==> src/rtl/barcode_rx_if.sv <==
// Barcode receiver interface: serial line and clear strobe in, station ID and status out.
// The receiver uses the slave modport; the driving/consuming side uses master.
interface barcode_rx_if;
  logic       BC;
  logic       clr_ID_vld;
  logic [7:0] ID;
  logic       ID_vld;
  logic       busy;
  logic       frm_err;

  modport slave (
    input  BC,
    input  clr_ID_vld,
    output ID,
    output ID_vld,
    output busy,
    output frm_err
  );

  modport master (
    output BC,
    output clr_ID_vld,
    input  ID,
    input  ID_vld,
    input  busy,
    input  frm_err
  );
endinterface

==> src/rtl/barcode_rx.sv <==
// Self-calibrating barcode station-ID receiver: measures bit time from the start bit, then
// samples 8 MSB-first data bits. Optional WAIT_FALL timeout enabled by macro BC_TIMEOUT_EN.
module barcode_rx #(
  parameter int CNT_W = 22,
  parameter int TO_W  = 24
) (
  input  logic        clk,
  input  logic        rst,
  barcode_rx_if.slave bus
);

  typedef enum logic [1:0] {
    ST_IDLE      = 2'd0,
    ST_MEAS      = 2'd1,
    ST_WAIT_FALL = 2'd2,
    ST_SAMPLE    = 2'd3
  } state_t;

  state_t           r_state;
  state_t           w_state_nxt;

  logic [2:0]       r_bc_sync;
  logic [CNT_W-1:0] r_per_cnt;
  logic [CNT_W-1:0] r_period;
  logic [CNT_W-1:0] r_smp_cnt;
  logic [3:0]       r_bit_cnt;
  logic [7:0]       r_shft;
  logic [7:0]       r_id;
  logic             r_id_vld;
  logic             r_busy;
  logic             r_frm_err;

  logic             w_line;
  logic             w_fall;
  logic             w_rise;
  logic             w_per_sat;
  logic             w_per_zero;
  logic             w_smp_hit;
  logic             w_last_bit;
  logic [7:0]       w_shft_nxt;
  logic             w_frame_ok;
  logic             w_to_hit;

  logic             w_per_clr;
  logic             w_per_inc;
  logic             w_period_ld;
  logic             w_bit_clr;
  logic             w_smp_clr;
  logic             w_smp_inc;
  logic             w_shift;
  logic             w_id_ld;
  logic             w_err;

  // Bit 1 is the synchronized level; bit 2 is its one-clk-delayed copy for edge detect.
  assign w_line     = r_bc_sync[1];
  assign w_fall     = r_bc_sync[2] & ~r_bc_sync[1];
  assign w_rise     = ~r_bc_sync[2] & r_bc_sync[1];
  assign w_per_sat  = &r_per_cnt;
  assign w_per_zero = (r_per_cnt == {CNT_W{1'b0}});
  assign w_smp_hit  = (r_smp_cnt == r_period);
  assign w_last_bit = (r_bit_cnt == 4'd7);
  assign w_shft_nxt = {r_shft[6:0], w_line};
  assign w_frame_ok = (w_shft_nxt[7:6] == 2'b00);

`ifdef BC_TIMEOUT_EN
  logic [TO_W-1:0] r_to_cnt;

  // Inter-edge watchdog: only runs while waiting for a data bit's falling edge.
  always_ff @(posedge clk or posedge rst) begin
    if (rst) begin
      r_to_cnt <= {TO_W{1'b0}};
    end else if ((r_state != ST_WAIT_FALL) || w_fall) begin
      r_to_cnt <= {TO_W{1'b0}};
    end else begin
      r_to_cnt <= r_to_cnt + TO_W'(1);
    end
  end

  assign w_to_hit = (r_state == ST_WAIT_FALL) && (&r_to_cnt);
`else
  assign w_to_hit = 1'b0;
`endif

  // Line synchronizer; idles high so reset must not fake a falling edge.
  always_ff @(posedge clk or posedge rst) begin
    if (rst) begin
      r_bc_sync <= 3'b111;
    end else begin
      r_bc_sync <= {r_bc_sync[1:0], bus.BC};
    end
  end

  // FSM state register.
  always_ff @(posedge clk or posedge rst) begin
    if (rst) begin
      r_state <= ST_IDLE;
    end else begin
      r_state <= w_state_nxt;
    end
  end

  // FSM next-state logic.
  always_comb begin
    w_state_nxt = r_state;
    case (r_state)
      ST_IDLE: begin
        if (w_fall) w_state_nxt = ST_MEAS;
        else        w_state_nxt = ST_IDLE;
      end
      ST_MEAS: begin
        if (w_rise)         w_state_nxt = w_per_zero ? ST_IDLE : ST_WAIT_FALL;
        else if (w_per_sat) w_state_nxt = ST_IDLE;
        else                w_state_nxt = ST_MEAS;
      end
      ST_WAIT_FALL: begin
        if (w_fall)        w_state_nxt = ST_SAMPLE;
        else if (w_to_hit) w_state_nxt = ST_IDLE;
        else               w_state_nxt = ST_WAIT_FALL;
      end
      ST_SAMPLE: begin
        if (w_smp_hit) w_state_nxt = w_last_bit ? ST_IDLE : ST_WAIT_FALL;
        else           w_state_nxt = ST_SAMPLE;
      end
      default: w_state_nxt = ST_IDLE;
    endcase
  end

  // FSM output decode: datapath strobes for counters, shifter and result registers.
  always_comb begin
    w_per_clr   = 1'b0;
    w_per_inc   = 1'b0;
    w_period_ld = 1'b0;
    w_bit_clr   = 1'b0;
    w_smp_clr   = 1'b0;
    w_smp_inc   = 1'b0;
    w_shift     = 1'b0;
    w_id_ld     = 1'b0;
    w_err       = 1'b0;
    case (r_state)
      ST_IDLE: begin
        w_per_clr = w_fall;
        w_bit_clr = w_fall;
      end
      ST_MEAS: begin
        if (w_rise) begin
          if (w_per_zero) w_err       = 1'b1;
          else            w_period_ld = 1'b1;
        end else if (w_per_sat) begin
          w_err = 1'b1;
        end else begin
          w_per_inc = ~w_line;
        end
      end
      ST_WAIT_FALL: begin
        if (w_fall)        w_smp_clr = 1'b1;
        else if (w_to_hit) w_err     = 1'b1;
        else               w_smp_clr = 1'b0;
      end
      ST_SAMPLE: begin
        // Edges before the sample point are deliberately ignored here.
        if (w_smp_hit) begin
          w_shift = 1'b1;
          if (w_last_bit) begin
            if (w_frame_ok) w_id_ld = 1'b1;
            else            w_err   = 1'b1;
          end else begin
            w_id_ld = 1'b0;
          end
        end else begin
          w_smp_inc = 1'b1;
        end
      end
      default: begin
        w_err = 1'b0;
      end
    endcase
  end

  // Period measurement, sample timing, bit counting and deserialization.
  always_ff @(posedge clk or posedge rst) begin
    if (rst) begin
      r_per_cnt <= {CNT_W{1'b0}};
      r_period  <= {CNT_W{1'b0}};
      r_smp_cnt <= {CNT_W{1'b0}};
      r_bit_cnt <= 4'd0;
      r_shft    <= 8'h00;
    end else begin
      if (w_per_clr)      r_per_cnt <= {CNT_W{1'b0}};
      else if (w_per_inc) r_per_cnt <= r_per_cnt + CNT_W'(1);
      else                r_per_cnt <= r_per_cnt;

      if (w_period_ld) r_period <= r_per_cnt;
      else             r_period <= r_period;

      if (w_smp_clr)      r_smp_cnt <= {CNT_W{1'b0}};
      else if (w_smp_inc) r_smp_cnt <= r_smp_cnt + CNT_W'(1);
      else                r_smp_cnt <= r_smp_cnt;

      if (w_bit_clr)    r_bit_cnt <= 4'd0;
      else if (w_shift) r_bit_cnt <= r_bit_cnt + 4'd1;
      else              r_bit_cnt <= r_bit_cnt;

      if (w_shift) r_shft <= w_shft_nxt;
      else         r_shft <= r_shft;
    end
  end

  // Registered outputs; a frame completion setting ID_vld outranks a same-cycle clear.
  always_ff @(posedge clk or posedge rst) begin
    if (rst) begin
      r_id      <= 8'h00;
      r_id_vld  <= 1'b0;
      r_busy    <= 1'b0;
      r_frm_err <= 1'b0;
    end else begin
      r_frm_err <= w_err;
      r_busy    <= (w_state_nxt != ST_IDLE);
      if (w_id_ld) r_id <= w_shft_nxt;
      else         r_id <= r_id;
      if (w_id_ld)             r_id_vld <= 1'b1;
      else if (bus.clr_ID_vld) r_id_vld <= 1'b0;
      else                     r_id_vld <= r_id_vld;
    end
  end

  assign bus.ID      = r_id;
  assign bus.ID_vld  = r_id_vld;
  assign bus.busy    = r_busy;
  assign bus.frm_err = r_frm_err;

endmodule

==> src/flat_wrapper.sv <==
// flat-port wrapper written by rule: the top's interface ports become plain ports
module barcode_rx_flat 
#(
  parameter int CNT_W = 22,
  parameter int TO_W  = 24
)
  (clk, rst, bus_BC, bus_clr_ID_vld, bus_ID, bus_ID_vld, bus_busy, bus_frm_err);
  barcode_rx_if bus_i ();
  input  logic clk;
  input  logic rst;
  input wire logic [$bits(bus_i.BC)-1:0] bus_BC;
  input wire logic [$bits(bus_i.clr_ID_vld)-1:0] bus_clr_ID_vld;
  output wire logic [$bits(bus_i.ID)-1:0] bus_ID;
  output wire logic [$bits(bus_i.ID_vld)-1:0] bus_ID_vld;
  output wire logic [$bits(bus_i.busy)-1:0] bus_busy;
  output wire logic [$bits(bus_i.frm_err)-1:0] bus_frm_err;
  assign bus_i.BC = bus_BC;
  assign bus_i.clr_ID_vld = bus_clr_ID_vld;
  assign bus_ID = bus_i.ID;
  assign bus_ID_vld = bus_i.ID_vld;
  assign bus_busy = bus_i.busy;
  assign bus_frm_err = bus_i.frm_err;
  barcode_rx #(.CNT_W(CNT_W), .TO_W(TO_W)) u_core (.clk(clk), .rst(rst), .bus(bus_i));
endmodule
==> config.mk <==
export PLATFORM = sky130hd
export DESIGN_NAME = barcode_rx_flat
export DESIGN_NICKNAME = d
export VERILOG_FILES = /design/src/rtl/barcode_rx_if.sv /design/src/rtl/barcode_rx.sv /design/src/flat_wrapper.sv
export SDC_FILE = /design/constraint.sdc
export NUM_CORES = 1
export LEC_CHECK = 0
export CAP_MARGIN = 20
export CORE_MARGIN = 2
export CORE_UTILIZATION = 52
export DETAILED_ROUTE_END_ITERATION = 8
export PLACE_DENSITY = 0.71
export SLEW_MARGIN = 5
export SYNTH_ARGS = -nofsm -noshare
export SYNTH_HDL_FRONTEND = slang
export SYNTH_SLANG_ARGS = --single-unit
==> constraint.sdc <==
create_clock -name clk -period 3.7 [get_ports clk]
set_input_delay 0.925 -clock clk [delete_from_list [all_inputs] [get_ports clk]]
set_output_delay 0.925 -clock clk [all_outputs]
set_load 0.02 [all_outputs]
==> impl_results.md, run 1 <==
- Die ar.: 9920 sq um
- EDFF count, synth: 0
- Synthesized area: 4750 sq um
- Syn Inst Count: 426
- Area leader, netlist: dfrtp_1
- Critical path class: flop to flop
- Final Skew: about 0.0073 ns
- Share of async-settable or async-resettable flops after synthesis: 100%
- NetSw: slightly below 0.0008 W
- Post-Route WL: 9.52 mm
- Sequential area share after synthesis: 49.0%
- Met1 Use GR: 32.4%
- Ys Warns: 0
- Placement row count: 34
- Worst-margin pin slew: 0.865 ns
- Sw Ratio: between 30% and 40%
- Worst Setup End Kind: flop
- Post-CTS Resized: 0
- Most frequent cells in the layout: dfrtp_1, nand2_1, xor2_1, mux2i_1
- Clk Latency, worst-skew pair: about 0.36 ns
- Fin crit period: 2.42 ns
- Outcome: complete, no violations
- Final Hold Viols: 0
- Area grow syn2layout: 9.84%
- Setup tns final: 0 ns
- Max FO, Critical Path: 24
- WP data arrival: 2.63 ns
- CP required: 3.91 ns
- Tot Pwr: 0.00256 W
- Buffers on Ports: 14
- Vias/cell: roughly 6.1
- Via count: 3,349
- WL/cell: around 17 microns
- P per Cell Area: 490 nW/um^2
- Clock transition at path regs: 0.09 ns
- Slew Limit Fails: 0
- Top-area cell type share of the netlist area: 47.4%
- First-pass GRT wire length: 16.5 mm
- Overflow after GRT: 0
- Synth cell types: 46
- Vias in the first global route: about 3,200
- Die X: between 90 and 100 microns
- Clk buf depth: 2
- Initial Util: 54.0%
- Top FF cell, synth: dfrtp_1
- Syn nets: 434
- Final Cycle Share: between 60% and 70%
- RSZ-0062 raised after global routing: no
- Commonest non-fill, non-tap cell in the layout: dfrtp_1
- Detailed placement HPWL: between 6 and 7 mm
- Initial antenna violation count: 0
- Initial DRC count: 177
- Worst VDD drop: 0.323 mV
- Int Power: ~0.0018 W
- Num CTS Buffers: 9
- Relative max-transition margin: 42.0%
- Max Freq: 412 MHz
- Diode count: 0
- CTS Root Buffer Type: clkbuf_8
- Post-CTS Setup Bufs: 0
- CTS tree: built
- Total GRT Usage: 21.1%
- Post-synthesis register bit count: 93
- Startpoint Class: flop
- Clock power share: between 30% and 40%
- Core area: roughly 8800 sq um
- Grt peak-use layer: met1
- DRT Pass-1 Iters: 4
- GR Util met3: 4.43%
- Pleak: between 2 and 3 nW
- RD Place Congestion: between 0.8 and 0.9
- Hold Slack: 0.362 ns
- Largest net degree at the start of global routing: 61
- Hold-fix buffers at CTS: 0
- Boundary Pins: 15
- Logic pwr share: 22.0%
- H-tree Lvls: 3
- Synth top area cells: dfrtp_1, mux2_4, mux2i_1
- Syn avg cell area: 11.2 sq um
- Layout fillers: 707
- Met2 Use GR: 29.8%
- Layout cells sized above 1: 15.3%
- Antenna Nets Post-Route: 0
- Sequential Power Share: 47.9%
- Final setup vio count: 0
- Die Y-Extent: 99.6 microns
- CTS sink count: 93
- # DRC: 0
- Max-cap violations: 0
- Layout Nets: 448
- Tightest Hold Check Type: flop to flop
## metrics by stage
stage / utilization [%] / std cells / setup slack, ns / cell area [sq um]
after floorplan: - / 426 / 0.360 / 4750
after global placement: 56.5 / 536 / 1.32 / 4970
after detailed placement: 56.5 / 536 / 1.30 / 4970
after CTS: 59.1 / 552 / 1.29 / 5210
after global routing: 59.3 / 553 / 0.996 / 5220
final: 59.3 / 553 / 1.28 / 5220
## state kept, by name (all words and copies together), names as in the netlist
signal / cells
u_core.bus.frm_err: 1
u_core.bus.busy: 1
u_core.r_period: 22
u_core.r_bc_sync: 3
u_core.r_shft: 7
u_core.r_per_cnt: 22
u_core.r_smp_cnt: 22
u_core.r_bit_cnt: 4
u_core.bus.ID: 8
u_core.bus.ID_vld: 1
u_core.r_state: 2
## critical path: stages (launching register included)
cell and delay [ns]:
dfrtp_1 0.44, xor2_1 0.18, nor2_1 0.14, nand3_1 0.63, nor4_1 0.68, o2111ai_1 0.19
## cell usage after synthesis, types with 7 or more instances
cell type,instances
and3_1,7
and4_1,7
nand2_1,44
xor2_1,28
nand3_1,15
mux2_2,15
nand2b_1,11
clkbuf_1,11
mux2i_1,26
nand4_1,11
mux2_4,20
nor2_1,20
nor4_1,10
inv_1,11
o2111ai_1,8
o211ai_1,17
or4_1,7
o21ai_0,9
o31ai_1,8
dfrtp_1,90
a21oi_1,7
## area by class of cell
type	count	area (sq um)	share of cell area, %
tap	108	135	2.59
clock inverter	5	82.6	1.58
sequential	93	2330	44.6
timing repair buffer	18	190	3.64
multi-input combinational	307	2290	43.8
inverter	11	42.5	0.815
clock buffer	11	151	2.90
## logic make-up (layout without fill, tap and decap cells)
kind of cell,Yosys count,in the layout,share of synthesized area [%]
compound gates,56,56,8.42
xor+xnor,29,29,5.34
fa+ha+maj,4,4,1.05
buf+inv,26,45,2.82
flops,93,93,49.0
mux,61,61,15.3
simple gates,157,157,18.0
## power groups by stage
stage               combinational (W)  clock, W  sequential (W)
floorplan                    0.000437         0         0.00121
global placement             0.000540         0         0.00124
detailed placement           0.000557         0         0.00124
CTS                          0.000556  0.000795         0.00122
global route                 0.000634  0.000832         0.00124
finish                       0.000562  0.000772         0.00122
## metal layers
| metal | wire length (microns) | part of all wire (%) | vias to the layer above |
|---|---|---|---|
| met5 | 0 | 0 | - |
| met1 | 4770 | 50 | 1677 |
| met3 | 356 | 3.7 | 12 |
| met4 | 159 | 1.7 | 0 |
| met2 | 4230 | 44 | 70 |
| li1 | - | - | 1590 |
## worst paths after layout
| kind | start | to | slack (ns) | cells past startpoint |
|---|---|---|---|---|
| hold reg to reg | u_core.r_bc_sync[0] | u_core.r_bc_sync[1] | 0.36 | 0 |
| min in group asynchronous | rst | u_core.r_shft[0] | 0.92 | 2 |
| setup / recovery | u_core.r_smp_cnt[14] | u_core.bus.busy | 1.28 | 5 |
| hold / removal | u_core.r_bc_sync[0] | u_core.r_bc_sync[1] | 0.36 | 0 |
| max in group asynchronous | rst | u_core.r_bc_sync[2] | 2.05 | 3 |
| setup reg to reg | u_core.r_smp_cnt[14] | u_core.bus.busy | 1.28 | 5 |
Power figures use the tool's default switching activity.
==> run 2: changes to the inputs <==
- PLACE_DENSITY: 0.71 -> 0.74
- clock period: 3.7 -> 1.95 ns (I/O delays scaled with it)
==> run 2 against run 1 <==
Net effect:
- the run now ends with negative setup slack left
- clock skew rose by 0.0029 ns
- combinational power rose to 3.5 times the previous value
- sequential power rose by 86%
- global-route usage rose by 2.6 points
- cell count rose by 13%
- via count rose by 12%
- register-to-register slack got worse by 1.4 ns
- clock-buffer cell count did not move
- hold slack got worse by 0.0012 ns
- critical path type unchanged
- critical endpoint is now u_core.r_period[3]
- highest routed layer unchanged
==> impl_results.md, run 2 (synthesis results as in run 1) <==
- Overflow after GRT: 0
- CP Cell Sequence: or4_1, o41a_1, nand2b_4, buf_12, mux2_4
- Final Skew: roughly 0.01 ns
- Hold worst-path end: u_core.r_bc_sync[1]
- Final WS setup: -0.130 ns
- Worst Setup End Kind: flop
- CTS sink count: 93
- Worst-margin pin slew: 0.527 ns
- Via count: 3,741
- Die X: 99.6 microns
- WP data arrival: 2.32 ns
- Fin crit period: between 2 and 2.5 ns
- Core area: 8810 sq um
- Boundary Pins: 15
- Diode count: 0
- WHS Path Cells: 0
- Buffers on Ports: 14
- CP required: 2.19 ns
- First-pass GRT wire length: 18.6 mm
- Max FO, Critical Path: 11
- Final setup vio count: 48
- DRT Pass-1 Iters: 5
- Area grow syn2layout: 26.6%
- Vias in the first global route: around 3,700
- Antenna Nets Post-Route: 0
- Slew Limit Fails: 0
- Post-route insts no fill: 624
- CTS tree: built
- CTS Root Buffer Type: clkbuf_8
- Worst path max stage delay: 0.56 ns
- Outcome: complete, but fails checks
- Reg-to-reg startpoint: u_core.r_per_cnt[2]
- Critical path class: flop to flop
- R2r setup slk: -0.13 ns
- Clk buf depth: 2
- Max Freq: 481 MHz
- Tightest Hold Check Type: flop to flop
- Startpoint Class: flop
- Dpl cells: 595
- HP Start: u_core.r_bc_sync[0]
- Tot Pwr: 0.00547 W
- Failing checks: negative setup slack
- Commonest non-fill, non-tap cell in the layout: dfrtp_1
- Initial DRC count: 230
- Final Hold Viols: 0
- RD Place Congestion: roughly 0.85
- Crit Reg-Reg Endpoint: u_core.r_period[3]
- Detailed placement HPWL: 7.59 mm
- WL/cell: 18.4 microns
- Final Cycle Share: 107%
- Clk Latency, worst-skew pair: around 0.35 ns
- Placement row count: 34
- Most frequent cells in the layout: dfrtp_1, buf_4, nand2_1, xor2_1, mux2i_1
- Crit. Startpoint: u_core.r_per_cnt[2]
- Die Y-Extent: 99.6 microns
- H-tree Lvls: 3
- Layout cells sized above 1: 32.6%
- RSZ-0062 raised after global routing: yes
- Worst VDD drop: approximately 0.6 mV
- Die ar.: 9920 sq um
- Pleak: just over 3 nW
- Initial Util: 54.0%
- Multi-input gate area: between 2000 and 3000 sq um
- Max stage delay cell, worst path: or4_1
- Largest regs: u_core.r_per_cnt x22, u_core.r_period x22, u_core.r_smp_cnt x22
- Max-cap violations: 0
- Vias/cell: 6.00
- Sequential Area: roughly 2300 sq um
- Largest net degree at the start of global routing: 94
- Layout Nets: 519
- Post-Route WL: 11.5 mm
- Layout fillers: 596
- R2R cell count: 5
- Relative max-transition margin: 64.6%
- # DRC: 0
- Total GRT Usage: between 20% and 30%
- P per Cell Area: 909 nW/um^2
- Initial antenna violation count: 0
- Num CTS Buffers: 9
- Clock transition at path regs: 0.09 ns
## run 2: cell types whose count changed in the layout (fill, tap and decap cells not counted), moves of 6 or more
cell / delta
buf_4: +60
buf_6: +7
nand3_1: -6
o2111ai_1: -6
o2111ai_2: +6
## run 2: per-stage QoR
step / setup TNS (ns) / instance area [sq um] / hold WS [ns] / utilization (%) / worst slack [ns]
floorplan: -0.780 / 4760 / 0.345 / - / -0.0390
global placement: -3.27 / 5460 / 0.347 / 62.0 / -0.107
detailed placement: -4.44 / 5460 / 0.349 / 62.0 / -0.174
CTS: -2.16 / 5820 / 0.363 / 66.1 / -0.0949
global route: -8.95 / 6020 / 0.364 / 68.3 / -0.211
finish: -3.73 / 6020 / 0.361 / 68.3 / -0.130
## run 2: per-layer routing
metal	routed length [microns]	track usage [%]
met2	5510	38.6
met5	0	0
met1	5140	31.9
met3	565	4.92
met4	271	7.48
## run 2: worst max-delay path by stage
stage	end
CTS	u_core.r_period[12]
floorplan	u_core.r_period[0]
global route	u_core.r_smp_cnt[20]
detailed placement	u_core.bus.busy
global placement	u_core.r_period[20]
finish	u_core.r_period[3]
## run 2: report_power, final
group	internal [W]	switching, W
clock	0.000588	0.000650
combinational	0.000943	0.00102
sequential	0.00212	0.000147
total	0.00365	0.00182
## run 2: critical path: cells and delay by family (launching register included)
kind | cells | cell delay [ns]
AO/OA/AOI/OAI | 1 | 0.45
multiplexers | 1 | 0.30
AND/OR/NAND/NOR | 2 | 0.68
flip-flops | 1 | 0.38
buffers and inverters | 1 | 0.15
## run 2: cell type report
| cell class | count | share of cell area [%] |
|---|---|---|
| Timing Repair Buffer | 89 | 13.4 |
| Clock buffer | 11 | 2.18 |
| Clock inverter | 5 | 0.874 |
| Tap cell | 108 | 2.25 |
| Sequential cell | 93 | 38.7 |
| Multi-Input combinational cell | 307 | 41.8 |
| Inverter | 11 | 0.749 |
## run 2: what timing repair did
| item | 4_1_cts | 5_1_grt |
|---|---|---|
| pin swaps | 3 | 8 |
| setup endpoints to repair | 67 | 86 |
| gates resized for setup | 31 | 30 |
| setup buffers | 3 | 8 |
| hold buffers | 0 | 0 |
| cloned | 2 | 1 |
==> edit 1: new RTL, flow settings as in run 1 <==
The 4 states of `state_t` get a one-hot encoding in 4 bits.
--- a/src/rtl/barcode_rx.sv
+++ b/src/rtl/barcode_rx.sv
@@ -10,9 +10,9 @@
 );
 
-  typedef enum logic [1:0] {
-    ST_IDLE      = 2'd0,
-    ST_MEAS      = 2'd1,
-    ST_WAIT_FALL = 2'd2,
-    ST_SAMPLE    = 2'd3
+  typedef enum logic [3:0] {
+    ST_IDLE      = 4'b0001,
+    ST_MEAS      = 4'b0010,
+    ST_WAIT_FALL = 4'b0100,
+    ST_SAMPLE    = 4'b1000
   } state_t;
 
Formal check against the unedited RTL: same outputs for any inputs over 10 cycles, from zero or initial values and one cycle with rst high; not proved beyond that.
==> edit 1 against run 1 <==
  * Critical endpoint is now u_core.bus.ID[1]
  * Sequential cell count rose by 2
  * First-iteration DRC count is 6.8% higher
  * Design area fell by 3.0%
  * Setup slack worse by 140 ps
  * Via count fell by 2.8%
  * Synthesized cell count up 2.6%
  * Wire length fell by 1.7%
  * Synthesized area decreased by 2.2%
  * Non-clock buffer count rose by 1
Power is not compared: it rests on default switching activity, and its combinational part moved more than twofold at a synthesized area within 25%.
==> edit 1: results (changes against run 1) <==
[global_route]
met2_usage_pct = 31.6  ; +1.8 points
grt_pass1_vias = 3140  ; -1.8%
use_met3_pct = 3.97  ; -0.46 points
grt_max_degree = 36  ; -41%
grt-busiest-layer = met2
grt_pass1_wl_um = 16100  ; -2.3%
met1_usage_pct = 30.8  ; -1.6 points

[hold_path]
min-delay-start = u_core.r_bc_sync[0]

[synthesis]
synth_cells = 437  ; +2.6%
yosysSeqAreaShare_pct = 51.2  ; +2.2 points
yosys-top-cells-count = dfrtp_1, nor2_1, mux2_2, xor2_1, nand2_1
synth_mux_area_share_pct = 9.07  ; -6.3 points
synth_compound_area_share_pct = 6.27  ; -2.2 points
synth-xor-area-share_pct = 8.67  ; +3.3 points
synthAdderAreaFrac_pct = 1.08  ; +0.024 points
syn_nets = 445  ; +2.5%
yosysUniqueCellTypes = 48  ; +4.3%
yosys-top-cells-area = dfrtp_1, mux2_2, xor2_1

[critical_path]
critical-path-max-stage-delay_ps = 540  ; -140 ps
critPathLaunch = u_core.r_smp_cnt[7]
crit_arrival_ps = 2810  ; +180 ps
cp_max_fo = 9  ; -63%
cp_slowest_cell = or4_1

[finish]
fin_nets = 458  ; +2.2%
drive_gt1_share_pct = 15.2  ; -0.12 points
n_fill_cell = 756  ; +6.9%
area_growth_pct = 8.91

[place]
placed_cells = 547  ; +2.1%
hpwlAfterDp_um = 6680  ; +0.52%
place_ws_ps = 1160  ; -137 ps
place_congestion = 0.900  ; +12%

[status]
outcome = finished clean

[routing]
drt-wirelength-per-cell_um = 16.6  ; -3.4%
vias = 3255  ; -2.8%
first_iter_violations = 189  ; +6.8%

[sta]
worst_pin_slew_ps = 969  ; +104 ps

edit 1: cell types whose count changed after synthesis, moves of 12 or more:
| cell | change |
|---|---|
| mux2_2 | +18 |
| o211ai_1 | -15 |
| mux2_4 | -20 |
| mux2i_1 | -21 |
| nor2_1 | +23 |
| xnor2_1 | +12 |
| nand2_1 | -17 |
edit 1: worst register-to-register path: cells and delay by family (launching register included):
family | cells | cell delay, ps
xor+xnor | 1 | 190
mux | 1 | 380
simple gates | 4 | 1410
flops | 1 | 460
edit 1: cell families after synthesis:
| logic type | after synthesis |
|---|---|
| AND/OR/NAND/NOR | 177 |
| flip-flops | 95 |
| AO/OA/AOI/OAI | 49 |
| XOR/XNOR | 46 |
| multiplexers | 38 |
| buffers and inverters | 28 |
| adder cells (fa/ha/maj) | 4 |
edit 1: final timing paths:
kind | endpoint | slack, ps | cells after the start
max | u_core.bus.ID[1] | 1140 | 6
min | u_core.r_bc_sync[1] | 370 | 0
max reg2reg | u_core.bus.ID[1] | 1140 | 6
min reg2reg | u_core.r_bc_sync[1] | 370 | 0
max in group asynchronous | u_core.r_per_cnt[11] | 1990 | 3
min in group asynchronous | u_core.bus.ID[4] | 930 | 2
edit 1: cell type report:
| type | count | share of cell area (%) |
|---|---|---|
| clock buffers | 12 | 3.06 |
| clock inverters | 4 | 0.593 |
| inverters | 11 | 0.840 |
| multi-input cells | 314 | 42.3 |
| flip-flops and latches | 95 | 47.0 |
| well taps | 108 | 2.67 |
| repair buffers | 19 | 3.51 |
edit 1: report_power, final:
group | internal, mW | switching (mW)
registers | 1.05 | 0.00874
logic | 0.0183 | 0.0417
clock network | 0.284 | 0.354
total | 1.35 | 0.405
edit 1: layer usage:
layer / wire length (um) / part of all wire (%)
met1: 4550 / 49
met2: 4350 / 46
met3: 348 / 3.7
met4: 106 / 1.1
met5: 0 / 0
==> edit 2: new RTL, flow settings as in run 1 <==
Made on the original files. `CNT_W` is set to 22 in 2 places; all go to 44.
--- a/src/rtl/barcode_rx.sv
+++ b/src/rtl/barcode_rx.sv
@@ -2,5 +2,5 @@
 // samples 8 MSB-first data bits. Optional WAIT_FALL timeout enabled by macro BC_TIMEOUT_EN.
 module barcode_rx #(
-  parameter int CNT_W = 22,
+  parameter int CNT_W = 44,
   parameter int TO_W  = 24
 ) (
--- a/src/flat_wrapper.sv
+++ b/src/flat_wrapper.sv
@@ -2,5 +2,5 @@
 module barcode_rx_flat 
 #(
-  parameter int CNT_W = 22,
+  parameter int CNT_W = 44,
   parameter int TO_W  = 24
 )
Formal check against the unedited RTL: same outputs for any inputs over 10 cycles, from zero or initial values and one cycle with rst high; that may be too few to reach the edited logic, so the function may still have changed.
==> edit 2 against run 1 <==
  * Global-route usage increased by 5.4 points
  * Combinational power grew 42%
  * Clock skew down 1.3 ps
  * Setup slack got worse by 530 ps
  * Power is 79% higher
  * Critical path type unchanged
  * Synthesized area increased by 71%
  * Sequential cell count up 66
  * Hold slack got worse by 2.1 ps
  * Count of clock-buffer cells in the layout is 8 higher
  * Wire length rose by 120%
  * Synthesized cell count grew 88%
  * Sequential power rose by 60%
  * Design area rose by 75%
==> edit 2: results (changes against run 1) <==
[finish]
post-route-util_pct = 59.9  ; +0.58 points
n_fill_cell = 1276  ; +80%
fin_nets = 815  ; +82%
drive_gt1_share_pct = 14.8  ; -0.52 points

[pwr]
clockPowerShare_pct = 40.2  ; +10 points
ir_drop_mv = 0.374  ; +16%
p_sw_share_pct = 30.9  ; +0.042 points
p_leak_nw = 4.22  ; +61%
powerClk_mw = 1.85  ; +140%
pg_seq_mw = 1.95  ; +60%

[clock_tree]
cts_root_buffer = clkbuf_16
insertion_delay_ps = 440  ; +80 ps
cts_max_level = 4  ; +1

[global_route]
grt_pass1_wl_um = 34000  ; +110%
met2_usage_pct = 40.7  ; +11 points
grt_max_degree = 59  ; -3.3%
use_met3_pct = 5.24  ; +0.82 points
met1_usage_pct = 38.1  ; +5.7 points
track_usage_pct = 26.5  ; +5.4 points

[critical_path]
regToRegSetupSlack_ps = 750  ; -530 ps
cp_max_fo = 9  ; -63%
critPathLaunch = u_core.r_smp_cnt[32]
r2r-end = u_core.bus.ID[2]

[synthesis]
synth-xor-area-share_pct = 7.42  ; +2.1 points
synthAdderAreaFrac_pct = 0.614  ; -0.44 points
synth_mux_area_share_pct = 8.91  ; -6.4 points
yosys-top-cells-count = dfrtp_1, nand2_1, mux2_2
yosys-top-cells-area = dfrtp_1, mux2_2, xor2_1
yosysUniqueCellTypes = 49  ; +6.5%

[sta]
worst_pin_slew_ps = 1120  ; +252 ps

[routing]
firstDrtPassIters = 5  ; +1
dr_wl_met3_um = 1090  ; +210%
drt-wirelength-per-cell_um = 20.1  ; +17%
avgViaCountPerCell = 6.26  ; +3.4%

[place]
hpwlAfterDp_um = 14500  ; +120%
placed_area_sq_mm = 0.00852  ; +71%
place_congestion = 0.911  ; +13%

[status]
outcome = finished clean

-- edit 2: cell types whose count changed after synthesis, sizes merged, moves of 18 or more --
cell | run 1 | this run
nor2 | 20 | 51
nor4 | 10 | 30
nor3 | 6 | 24
nand4 | 11 | 35
o21ai | 10 | 28
nand3 | 16 | 37
dfrtp | 90 | 156
clkbuf | 11 | 29
or3 | 2 | 21
a21oi | 7 | 32
nand2 | 44 | 68
or4 | 7 | 26
xnor2 | 1 | 24
-- edit 2: metrics by stage --
step | setup slack, ps | cells | hold WS (ps)
final | 747 | 1031 | 360
after global routing | 565 | 1031 | 363
after CTS | 743 | 1031 | 362
after detailed placement | 811 | 999 | 353
after global placement | 943 | 999 | 347
after floorplan | 763 | 802 | 345
-- edit 2: final cells by class --
cell class / count / area share [%]
clock buffer: 19 / 4.85
tap: 211 / 2.89
timing repair buffer: 29 / 3.04
clock inverter: 13 / 1.93
inverter: 14 / 0.616
sequential: 159 / 43.6
multi-input combinational: 586 / 43.1
